File: src/rtl/approx_mult_pkg.sv
// Shared constants and elaboration helpers for the approximate 4:2-compressor multiplier.
// The helpers size the reduction tree: row counts per level, level count and flat row offsets.
package approx_mult_pkg;

    localparam int   WIDTH_DEFAULT = 8;
    localparam int   PW            = 2 * WIDTH_DEFAULT;
    localparam logic MODE_EXACT    = 1'b0;
    localparam logic MODE_APPROX   = 1'b1;

    function automatic int prod_width(input int width);
        return 2 * width;
    endfunction

    // Each group of four rows collapses to a sum row and a carry row.
    function automatic int next_rows(input int rows);
        return 2 * ((rows + 3) / 4);
    endfunction

    function automatic int num_levels(input int width);
        int rows;
        int lv;
        rows = width;
        lv   = 0;
        while (rows > 2) begin
            rows = next_rows(rows);
            lv++;
        end
        return lv;
    endfunction

    function automatic int rows_at_level(input int width, input int level);
        int rows;
        rows = width;
        for (int i = 0; i < level; i++) begin
            rows = next_rows(rows);
        end
        return rows;
    endfunction

    function automatic int row_base(input int width, input int level);
        int base;
        base = 0;
        for (int i = 0; i < level; i++) begin
            base += rows_at_level(width, i);
        end
        return base;
    endfunction

endpackage

File: src/rtl/compressor42_cell.sv
// One column slice of a 4:2 compressor: two chained full adders when exact,
// or the carry-free approximate cell when approx_en is set.
module compressor42_cell (
    input  logic x1,
    input  logic x2,
    input  logic x3,
    input  logic x4,
    input  logic cin,
    input  logic approx_en,
    output logic sum,
    output logic carry,
    output logic cout
);

    logic s1;
    logic c1;
    logic x34;

    always_comb begin
        s1  = x1 ^ x2 ^ x3;
        c1  = (x1 & x2) | (x1 & x3) | (x2 & x3);
        x34 = x3 ^ x4;
        if (approx_en) begin
            sum   = (x34 & x1 & x2) | (~x34 & (x1 | x2));
            carry = x3 | x4;
            cout  = 1'b0;
        end else begin
            sum   = s1 ^ x4 ^ cin;
            carry = (s1 & x4) | (s1 & cin) | (x4 & cin);
            cout  = c1;
        end
    end

endmodule

File: src/rtl/approx_multiplier_pipe.sv
// Three-stage unsigned multiplier: operand register, 4:2 compressor tree, final add.
// The low APPROX_COLS columns switch to approximate cells per beat via the mode bit.
module approx_multiplier_pipe
    import approx_mult_pkg::*;
#(
    parameter int WIDTH       = 8,
    parameter int APPROX_COLS = 8
) (
    input  logic                 clk,
    input  logic                 rst_n,
    input  logic                 in_valid,
    output logic                 in_ready,
    input  logic [WIDTH-1:0]     a,
    input  logic [WIDTH-1:0]     b,
    input  logic                 mode,
    output logic                 out_valid,
    input  logic                 out_ready,
    output logic [2*WIDTH-1:0]   product,
    output logic                 out_mode
);

    localparam int PROD_W = prod_width(WIDTH);
    localparam int LEVELS = num_levels(WIDTH);
    localparam int NROWS  = row_base(WIDTH, LEVELS) + 2;

    logic                stall;
    logic                adv;
    logic                vld_p1;
    logic                vld_p2;
    logic [WIDTH-1:0]    a_p1;
    logic [WIDTH-1:0]    b_p1;
    logic                mode_p1;
    logic                mode_p2;
    logic                approx_sel;
    logic [PROD_W-1:0]   sum_row_p2;
    logic [PROD_W-1:0]   carry_row_p2;
    logic [PROD_W-1:0]   tree [NROWS];

    // The whole pipe freezes on output backpressure; bubbles are kept.
    assign stall      = out_valid & ~out_ready;
    assign adv        = ~stall;
    assign in_ready   = adv;
    assign approx_sel = (mode_p1 == MODE_APPROX);

    always_ff @(posedge clk or negedge rst_n) begin
        if (!rst_n) begin
            vld_p1    <= 1'b0;
            vld_p2    <= 1'b0;
            out_valid <= 1'b0;
            product   <= '0;
            out_mode  <= 1'b0;
        end else if (adv) begin
            vld_p1    <= in_valid;
            vld_p2    <= vld_p1;
            out_valid <= vld_p2;
            product   <= sum_row_p2 + carry_row_p2;
            out_mode  <= mode_p2;
        end
    end

    // ---- stage 1 -> 2 boundary: operands in, reduced row pair out ----
    always_ff @(posedge clk) begin
        if (adv) begin
            a_p1         <= a;
            b_p1         <= b;
            mode_p1      <= mode;
            sum_row_p2   <= tree[NROWS-2];
            carry_row_p2 <= tree[NROWS-1];
            mode_p2      <= mode_p1;
        end
    end

    for (genvar i = 0; i < WIDTH; i++) begin : g_pp
        assign tree[i] = {{WIDTH{1'b0}}, a_p1 & {WIDTH{b_p1[i]}}} << i;
    end

    // Level l reads rows at tree[IN_BASE +: NIN] and writes S/C pairs at OUT_BASE.
    for (genvar l = 0; l < LEVELS; l++) begin : g_lvl
        localparam int IN_BASE  = row_base(WIDTH, l);
        localparam int NIN      = rows_at_level(WIDTH, l);
        localparam int OUT_BASE = row_base(WIDTH, l + 1);
        localparam int NGRP     = (NIN + 3) / 4;

        for (genvar k = 0; k < NGRP; k++) begin : g_grp
            logic [PROD_W-1:0] x [4];
            logic [PROD_W-1:0] sum_v;
            logic [PROD_W-1:0] carry_v;
            logic [PROD_W-1:0] cout_v;
            logic [PROD_W-1:0] cin_v;
            logic              unused_msbs;

            for (genvar m = 0; m < 4; m++) begin : g_in
                if (4 * k + m < NIN) begin : g_row
                    assign x[m] = tree[IN_BASE + 4*k + m];
                end else begin : g_zero
                    assign x[m] = '0;
                end
            end

            assign cin_v = {cout_v[PROD_W-2:0], 1'b0};

            for (genvar j = 0; j < PROD_W; j++) begin : g_col
                localparam bit APPROX_COL = (j < APPROX_COLS);

                compressor42_cell u_cell (
                    .x1        (x[0][j]),
                    .x2        (x[1][j]),
                    .x3        (x[2][j]),
                    .x4        (x[3][j]),
                    .cin       (cin_v[j]),
                    .approx_en (approx_sel & APPROX_COL),
                    .sum       (sum_v[j]),
                    .carry     (carry_v[j]),
                    .cout      (cout_v[j])
                );
            end

            // Carries out of the top column fall off the truncated product.
            assign unused_msbs = cout_v[PROD_W-1] ^ carry_v[PROD_W-1];

            assign tree[OUT_BASE + 2*k]     = sum_v;
            assign tree[OUT_BASE + 2*k + 1] = {carry_v[PROD_W-2:0], 1'b0};
        end
    end

endmodule

File: config.mk
export PLATFORM = sky130hd
export DESIGN_NAME = approx_multiplier_pipe
export DESIGN_NICKNAME = d
export VERILOG_FILES = /design/src/rtl/approx_mult_pkg.sv /design/src/rtl/compressor42_cell.sv /design/src/rtl/approx_multiplier_pipe.sv
export SDC_FILE = /design/constraint.sdc
export NUM_CORES = 1
export LEC_CHECK = 0
export CAP_MARGIN = 20
export CORE_UTILIZATION = 35
export DETAILED_ROUTE_END_ITERATION = 10
export PLACE_DENSITY = 0.52
export SLEW_MARGIN = 15
export SYNTH_ARGS = -nofsm -noshare
export SYNTH_HDL_FRONTEND = slang
export SYNTH_SLANG_ARGS = --single-unit
File: constraint.sdc
create_clock -name clk -period 7.5 [get_ports clk]
set_input_delay 1.125 -clock clk [delete_from_list [all_inputs] [get_ports clk]]
set_output_delay 1.125 -clock clk [all_outputs]
set_load 0.005 [all_outputs]
==> metrics.txt, run 1 <==
outcome=completed; Final Skew=0.00653 ns; Post-CTS Setup Bufs=0; layout cells sized above 1=5.18%; antenna diode count=0; RSZ-0062 raised after global routing=false; routability cong.=0.783; final period utilization=57.5%; Initial Util=36.0%; setup TNS=0 ns; maximum root-to-sink buffer count=2; top-count cell post-synth=nand2_1; Detailed Routing Iterations Pass 1=4; largest net degree at the start of global routing=76; FFs w/ async S/R, synth=31.3%; Final Critical Period=4.31 ns; die height=119 um; Crit. End Element=primary output; synth warn=0; vias in the first global route=3218; crit path launch type=input pin; Power Density=365 nW/um^2; WHS=0.440 ns; clk root buf=clkbuf_16; CTS Buf Count=9; HPWL after DPL=6.52 mm; first-pass GRT wire length=15.2 mm; DRC=0; HP Class=reg2reg; Routed wire per std cell=12.7 um; fin. max-slew vios=0; library cells used by synthesis=39; measured slew at the worst slew-check pin=0.913 ns; Mapped Cells=456; placement row count=42; CTS tree=done; Worst-path clk slew=0.05 ns; Hold Fails Final Rpt=0; ANT nets after route=0; Arrival @ worst endpoint=3.19 ns; gr ovfl total=0; Worst slew margin=38.9%; core outline area=13200 um^2; syn_nets=560; clk_lat worst skew=0.33 ns; share of Yosys cell area claimed by the top area cell type=27.7%; CP required=6.38 ns; IO Count=40; final setup vio count=0; GRT Total Usage=13.8%; Peak VDD IR=0.0979 mV; hold_buf cts=0; Commonest cells post-synth=nand2_1, inv_1, edfxtp_1; die area=14100 um^2; Power Total=2.07 mW; Max Cap Violations=0; via count=3045; Avg Cell Area, Syn=10.4 um^2; Die W=119 um; NumNets Final=601; initial antenna violation count=0; Seq/Total Area, Yosys=38.2%; Syn Std Cell Area=4760 um^2; cts repair resizes=0; htree depth=3; critical path type=in2out; Clock Sink Count=64; post-DR vias/cell=4.49; EDFF count, synth=44; Layout area overhead=19.2%; #FFs+latches synth=64; area leader, netlist=edfxtp_1; # port buffers=39; Lkg Pwr=2.59 nW; ys flop type=edfxtp_1; f_max=232 MHz; initial DRC count=96; final WL=8.58 mm; Area contributors post-synth=edfxtp_1, fa_1, ha_1, dfrtp_1, and2_1; CP max FO=75
## report_power, final
part | internal, mW | switching [mW]
clock | 0.323 | 0.148
combinational | 0.448 | 0.514
sequential | 0.561 | 0.0769
total | 1.33 | 0.739
## stage by stage
step                setup slack [ns]  std cells  utilization, %  area [um^2]
floorplan                       4.23        456               -         4760
global placement                3.16        662            40.3         5340
detailed placement              3.15        662            40.3         5340
CTS                             3.15        678            42.9         5680
global route                    3.04        678            42.9         5680
finish                          3.19        678            42.9         5680
## cell families after synthesis
logic type      Yosys count  share of synthesized area (%)
compound gates           54                           7.12
xor+xnor                  6                           1.10
fa+ha+maj                83                           28.4
buf+inv                  75                           6.15
flops                    64                           38.2
mux                      13                           2.78
simple gates            161                           16.2
## metal layers
layer | global-route usage [%] | up-vias | routed length [um]
met3 | 3.28 | 9 | 255
li1 | - | 1567 | -
met5 | 0 | - | 0
met1 | 18.3 | 1428 | 4240
met4 | 5.46 | 0 | 124
met2 | 21.6 | 41 | 3960
## cell usage in the layout (no fill, tap or decap), types with 4 or more instances in the layout
master / synthesis / final
edfxtp_1: 44 / 44
mux2i_1: 11 / 11
nor2b_1: 11 / 11
inv_1: 63 / 62
clkbuf_16: 0 / 9
dfrtp_1: 20 / 20
nand3_1: 5 / 5
nor2_1: 25 / 25
clkdlybuf4s50_1: 0 / 39
nand2_1: 66 / 66
and2_1: 43 / 43
xor2_1: 4 / 4
ha_1: 41 / 41
fa_1: 42 / 42
o21ai_0: 15 / 15
a21oi_1: 18 / 18
## sequential cells by signal, summed over array words and instances (netlist names), 8 cells and up
name,flops
product,16
sum_row_p2,15
carry_row_p2,11
a_p1,8
b_p1,8
## critical path: stages
cell             delay [ns]
clkdlybuf4s50_1        0.45
nor2b_1                0.04
buf_4                  0.19
inv_2                  0.05
buf_4                  0.66
clkdlybuf4s50_1        0.64
## path summary, 6_finish.rpt
kind,start,to,slack (ns),depth (start not counted)
min reg2reg,sum_row_p2[0]$_DFFE_PN_,product[0]$_DFFE_PN0N_,0.44,2
min in group asynchronous,rst_n,vld_p1$_DFFE_PN0N_,1.31,1
min,sum_row_p2[0]$_DFFE_PN_,product[0]$_DFFE_PN0N_,0.44,2
max reg2reg,a_p1[4]$_DFFE_PN_,sum_row_p2[6]$_DFFE_PN_,3.97,10
max,out_ready,in_ready,3.19,6
max in group asynchronous,rst_n,product[5]$_DFFE_PN0N_,5.63,1
## cell type report
cell class | count | area [um^2]
repair buffers | 42 | 413
multi-input cells | 317 | 2650
inverters | 63 | 236
clock buffers | 10 | 229
flip-flops and latches | 64 | 1820
fillers | 1289 | 7560
well taps | 176 | 220
clock inverters | 6 | 108
No activity file was read; power rests on OpenSTA's default activity.
==> run 2, diff against run 1 <==
clock period = 4.3 ns   (was 7.5 ns; I/O delays follow)
==> metrics.txt, run 2 (same netlist as run 1, synthesis figures left out) <==
outcome=completed; critical path type=reg2reg; cts repair resizes=0; clk_lat worst skew=0.34 ns; CP max FO=8; clk root buf=clkbuf_16; via count=3096; Final Critical Period=3.46 ns; GRT Total Usage=14.2%; global-route layer with the greatest usage=met2; HP Class=reg2reg; die height=119 um; Layout area overhead=19.1%; routability cong.=0.827; Crit. End Element=flip-flop; placement row count=42; CTS tree=done; antenna diode count=0; Initial Util=36.0%; Post-CTS Setup Bufs=0; NumNets Final=603; Clock Sink Count=64; max reg flops=16; GR Util met3=3.67%; Largest Register=product; core outline area=13200 um^2; Lkg Pwr=2.60 nW; post-DR vias/cell=4.55; Final Skew=0.00930 ns; Die W=119 um; final setup vio count=0; final WL=8.91 mm; GRT met1 Usage=19.0%; Routed wire per std cell=13.1 um; layout cells sized above 1=5.75%; vias in the first global route=3215; # port buffers=39; Detailed Routing Iterations Pass 1=4; Max Cap Violations=0; fin. max-slew vios=0; Arrival @ worst endpoint=3.54 ns; CTS Buf Count=9; Hold Fails Final Rpt=0; IO Count=40; met2 usage=22.4%; final period utilization=80.5%; initial antenna violation count=0; largest net degree at the start of global routing=54; f_max=289 MHz; Largest regs=product: 16 flops, sum_row_p2: 15 flops, carry_row_p2: 11 flops; final setup margin=0.838 ns; DRC=0; Power Density=628 nW/um^2; Register Area=1820 um^2; Worst slew margin=61.0%; die area=14100 um^2; Worst-path clk slew=0.05 ns; most frequent cells in the layout=nand2_1, inv_1, edfxtp_1, and2_1, fa_1; measured slew at the worst slew-check pin=0.585 ns; CP required=4.38 ns; most common cell after layout, fill and taps aside=nand2_1; maximum root-to-sink buffer count=2; HPWL after DPL=6.90 mm; crit path launch type=flip-flop; setup TNS=0 ns; pre-CTS setup slack=0.818 ns; multi-input logic area=2650 um^2; ANT nets after route=0; htree depth=3; Peak VDD IR=0.210 mV; fill cell count=1280; hold_buf cts=0; initial DRC count=95; RSZ-0062 raised after global routing=false; gr ovfl total=0; first-pass GRT wire length=15.6 mm
==> run 2: worst paths after layout <==
kind | startpoint | end | slack, ns | depth (start not counted)
max | b_p1[0]$_DFFE_PN_ | sum_row_p2[7]$_DFFE_PN_ | 0.84 | 9
min | sum_row_p2[0]$_DFFE_PN_ | product[0]$_DFFE_PN0N_ | 0.45 | 2
max in group asynchronous | rst_n | product[2]$_DFFE_PN0N_ | 3.26 | 2
min in group asynchronous | rst_n | vld_p2$_DFFE_PN0N_ | 0.60 | 1
max reg2reg | b_p1[0]$_DFFE_PN_ | sum_row_p2[7]$_DFFE_PN_ | 0.84 | 9
min reg2reg | sum_row_p2[0]$_DFFE_PN_ | product[0]$_DFFE_PN0N_ | 0.45 | 2
==> run 2: layer usage <==
metal / routed length [um] / up-vias
met4: 138 / 0
met1: 4510 / 1466
met5: 0 / -
met2: 4000 / 48
met3: 263 / 11
li1: - / 1571
==> run 2: critical path, stage by stage, from the launching register on <==
cell	delay [ns]
edfxtp_1	0.48
and2_1	0.25
fa_1	0.51
fa_1	0.48
mux2i_1	0.20
inv_1	0.09
fa_1	0.53
inv_1	0.05
fa_1	0.53
a21oi_1	0.06
==> run 2: area by class of cell <==
class                           instances  area share, %
Clock inverter                          3          0.706
Sequential cell                        64           32.1
Multi-Input combinational cell        317           46.7
Inverter                               63           4.17
Clock buffer                           13           4.76
Timing Repair Buffer                   44           7.67
Tap cell                              176           3.88
==> run 2: through the flow <==
stage,hold slack [ns],power (mW),instances,util [%],area (um^2)
6_report,0.445,3.56,680,42.8,5670
3_3_place_gp,0.427,2.81,663,40.4,5350
4_1_cts,0.450,3.62,679,42.7,5660
2_1_floorplan,0.349,2.30,456,-,4760
5_1_grt,0.469,3.92,680,42.8,5670
3_5_place_dp,0.436,2.84,663,40.4,5350
==> run 2: power breakdown <==
part	switching, mW	internal [mW]	leakage, nW	total [mW]
clock network	0.263	0.494	0.156	0.757
logic	0.906	0.789	1.75	1.69
registers	0.134	0.978	0.691	1.11
total	1.30	2.26	2.60	3.56
==> run 3, diff against run 2 <==
clock period = 3.2 ns   (was 4.3 ns; I/O delays follow)
==> metrics.txt, run 3 (same netlist as run 1, synthesis figures left out) <==
outcome=finished, violations left; violated checks=negative setup slack; HPWL after DPL=7.35 mm; Largest regs=product: 16 flops, sum_row_p2: 15 flops, carry_row_p2: 11 flops; Finished Cell Area=6210 um^2; routability cong.=0.807; crit path launch type=flip-flop; Final Util=46.9%; crit-path max cell delay=0.51 ns; initial DRC count=103; WHS=0.442 ns; Power Total=5.14 mW; CP max FO=3; CTS tree=done; placement row count=42; setup TNS=-0.239 ns; pre-CTS setup slack=-0.195 ns; clk root buf=clkbuf_16; gr ovfl total=0; Clock Sink Count=64; Max Cap Violations=0; Worst slew margin=36.5%; max reg flops=16; placed cells=700; core outline area=13200 um^2; crit-path cells=buf_6 -> and2_4 -> fa_1 -> fa_1 -> mux2i_1 -> inv_1 -> fa_1 -> inv_2 -> fa_1 -> a21oi_1; Hold Fails Final Rpt=0; maximum root-to-sink buffer count=2; Largest Register=product; Final Skew=0.00817 ns; # port buffers=39; final WL=9.62 mm; fin. max-slew vios=0; IO Count=40; first-pass GRT wire length=16.4 mm; Crit. End Element=flip-flop; placed inst area=5650 um^2; clk_lat worst skew=0.33 ns; die area=14100 um^2; CP required=3.27 ns; final period utilization=104%; DRC=0; GRT Total Usage=14.9%; Final Critical Period=3.32 ns; final setup margin=-0.120 ns; vias in the first global route=3429; Power Density=828 nW/um^2; HP Class=reg2reg; via count=3276; critical path type=reg2reg; Peak VDD IR=0.243 mV; Detailed Routing Iterations Pass 1=4; CP most frequent cell=fa_1; layout cells sized above 1=20.7%; antenna diode count=0; Post-Layout Cell Count=732; most frequent cells in the layout=nand2_1, inv_1, buf_4, edfxtp_1, clkdlybuf4s50_1; RSZ-0062 raised after global routing=true; measured slew at the worst slew-check pin=0.949 ns; CTS Buf Count=9; f_max=301 MHz; Die W=119 um; Routed wire per std cell=13.1 um; ANT nets after route=0; htree depth=3; most common cell after layout, fill and taps aside=nand2_1; Worst-path clk slew=0.05 ns; Layout area overhead=30.3%; Initial Util=36.0%; NumNets Final=655; Arrival @ worst endpoint=3.39 ns; slowest CP cell=fa_1; final setup vio count=3; Lkg Pwr=2.86 nW; initial antenna violation count=0; die height=119 um; post-DR vias/cell=4.48; largest net degree at the start of global routing=43
## run 3: cell count changes in the layout (fill, tap and decap cells not counted), sizes merged
cell    change
clkbuf      -1
bufinv      +1
buf        +52
## run 3: worst max-delay path: cells and delay by family (launching register included)
family,cells,cell delay (ns)
AOI/OAI and AO/OA,1,0.06
adders and majority gates,4,1.98
buffers and inverters,3,0.27
DFF,1,0.42
muxes,1,0.19
and+or+nand+nor,1,0.14
## run 3: worst paths after layout
check / start / to / slack (ns) / cells after the start
hold / removal: sum_row_p2[3]$_DFFE_PN_ / product[3]$_DFFE_PN0N_ / 0.44 / 2
max in group asynchronous: rst_n / product[1]$_DFFE_PN0N_ / 1.94 / 1
hold reg to reg: sum_row_p2[3]$_DFFE_PN_ / product[3]$_DFFE_PN0N_ / 0.44 / 2
setup / recovery: b_p1[0]$_DFFE_PN_ / sum_row_p2[7]$_DFFE_PN_ / -0.12 / 10
setup reg to reg: b_p1[0]$_DFFE_PN_ / sum_row_p2[7]$_DFFE_PN_ / -0.12 / 10
min in group asynchronous: rst_n / product[15]$_DFFE_PN0N_ / 0.68 / 1
## run 3: cell type report
cell class	count	area, um^2
Clock buffer	12	236
Clock inverter	4	68.8
Inverter	63	236
Sequential cell	64	1820
Multi-Input combinational cell	317	2790
Tap cell	176	220
Fill cell	1283	7030
Timing Repair Buffer	96	841
## run 3: per-layer routing
layer  GRT usage (%)  part of all wire [%]  up-vias
li1                -                     -     1669
met1            18.3                    47     1549
met2            25.4                    49       41
met3            3.47                   2.7       17
met4            5.38                   1.9        0
met5               0                     0        -
## run 3: repair_timing
action                     in CTS  in global routing
hold buffers                    0                  0
gates resized for setup         4                 39
pin swaps                       4                 17
buffers inserted                6                 11
setup endpoints to repair       6                 12
## run 3: power by group
group / internal [mW] / switching, mW
Clock: 0.678 / 0.341
Sequential: 1.31 / 0.154
Combinational: 1.31 / 1.34
Total: 3.30 / 1.84
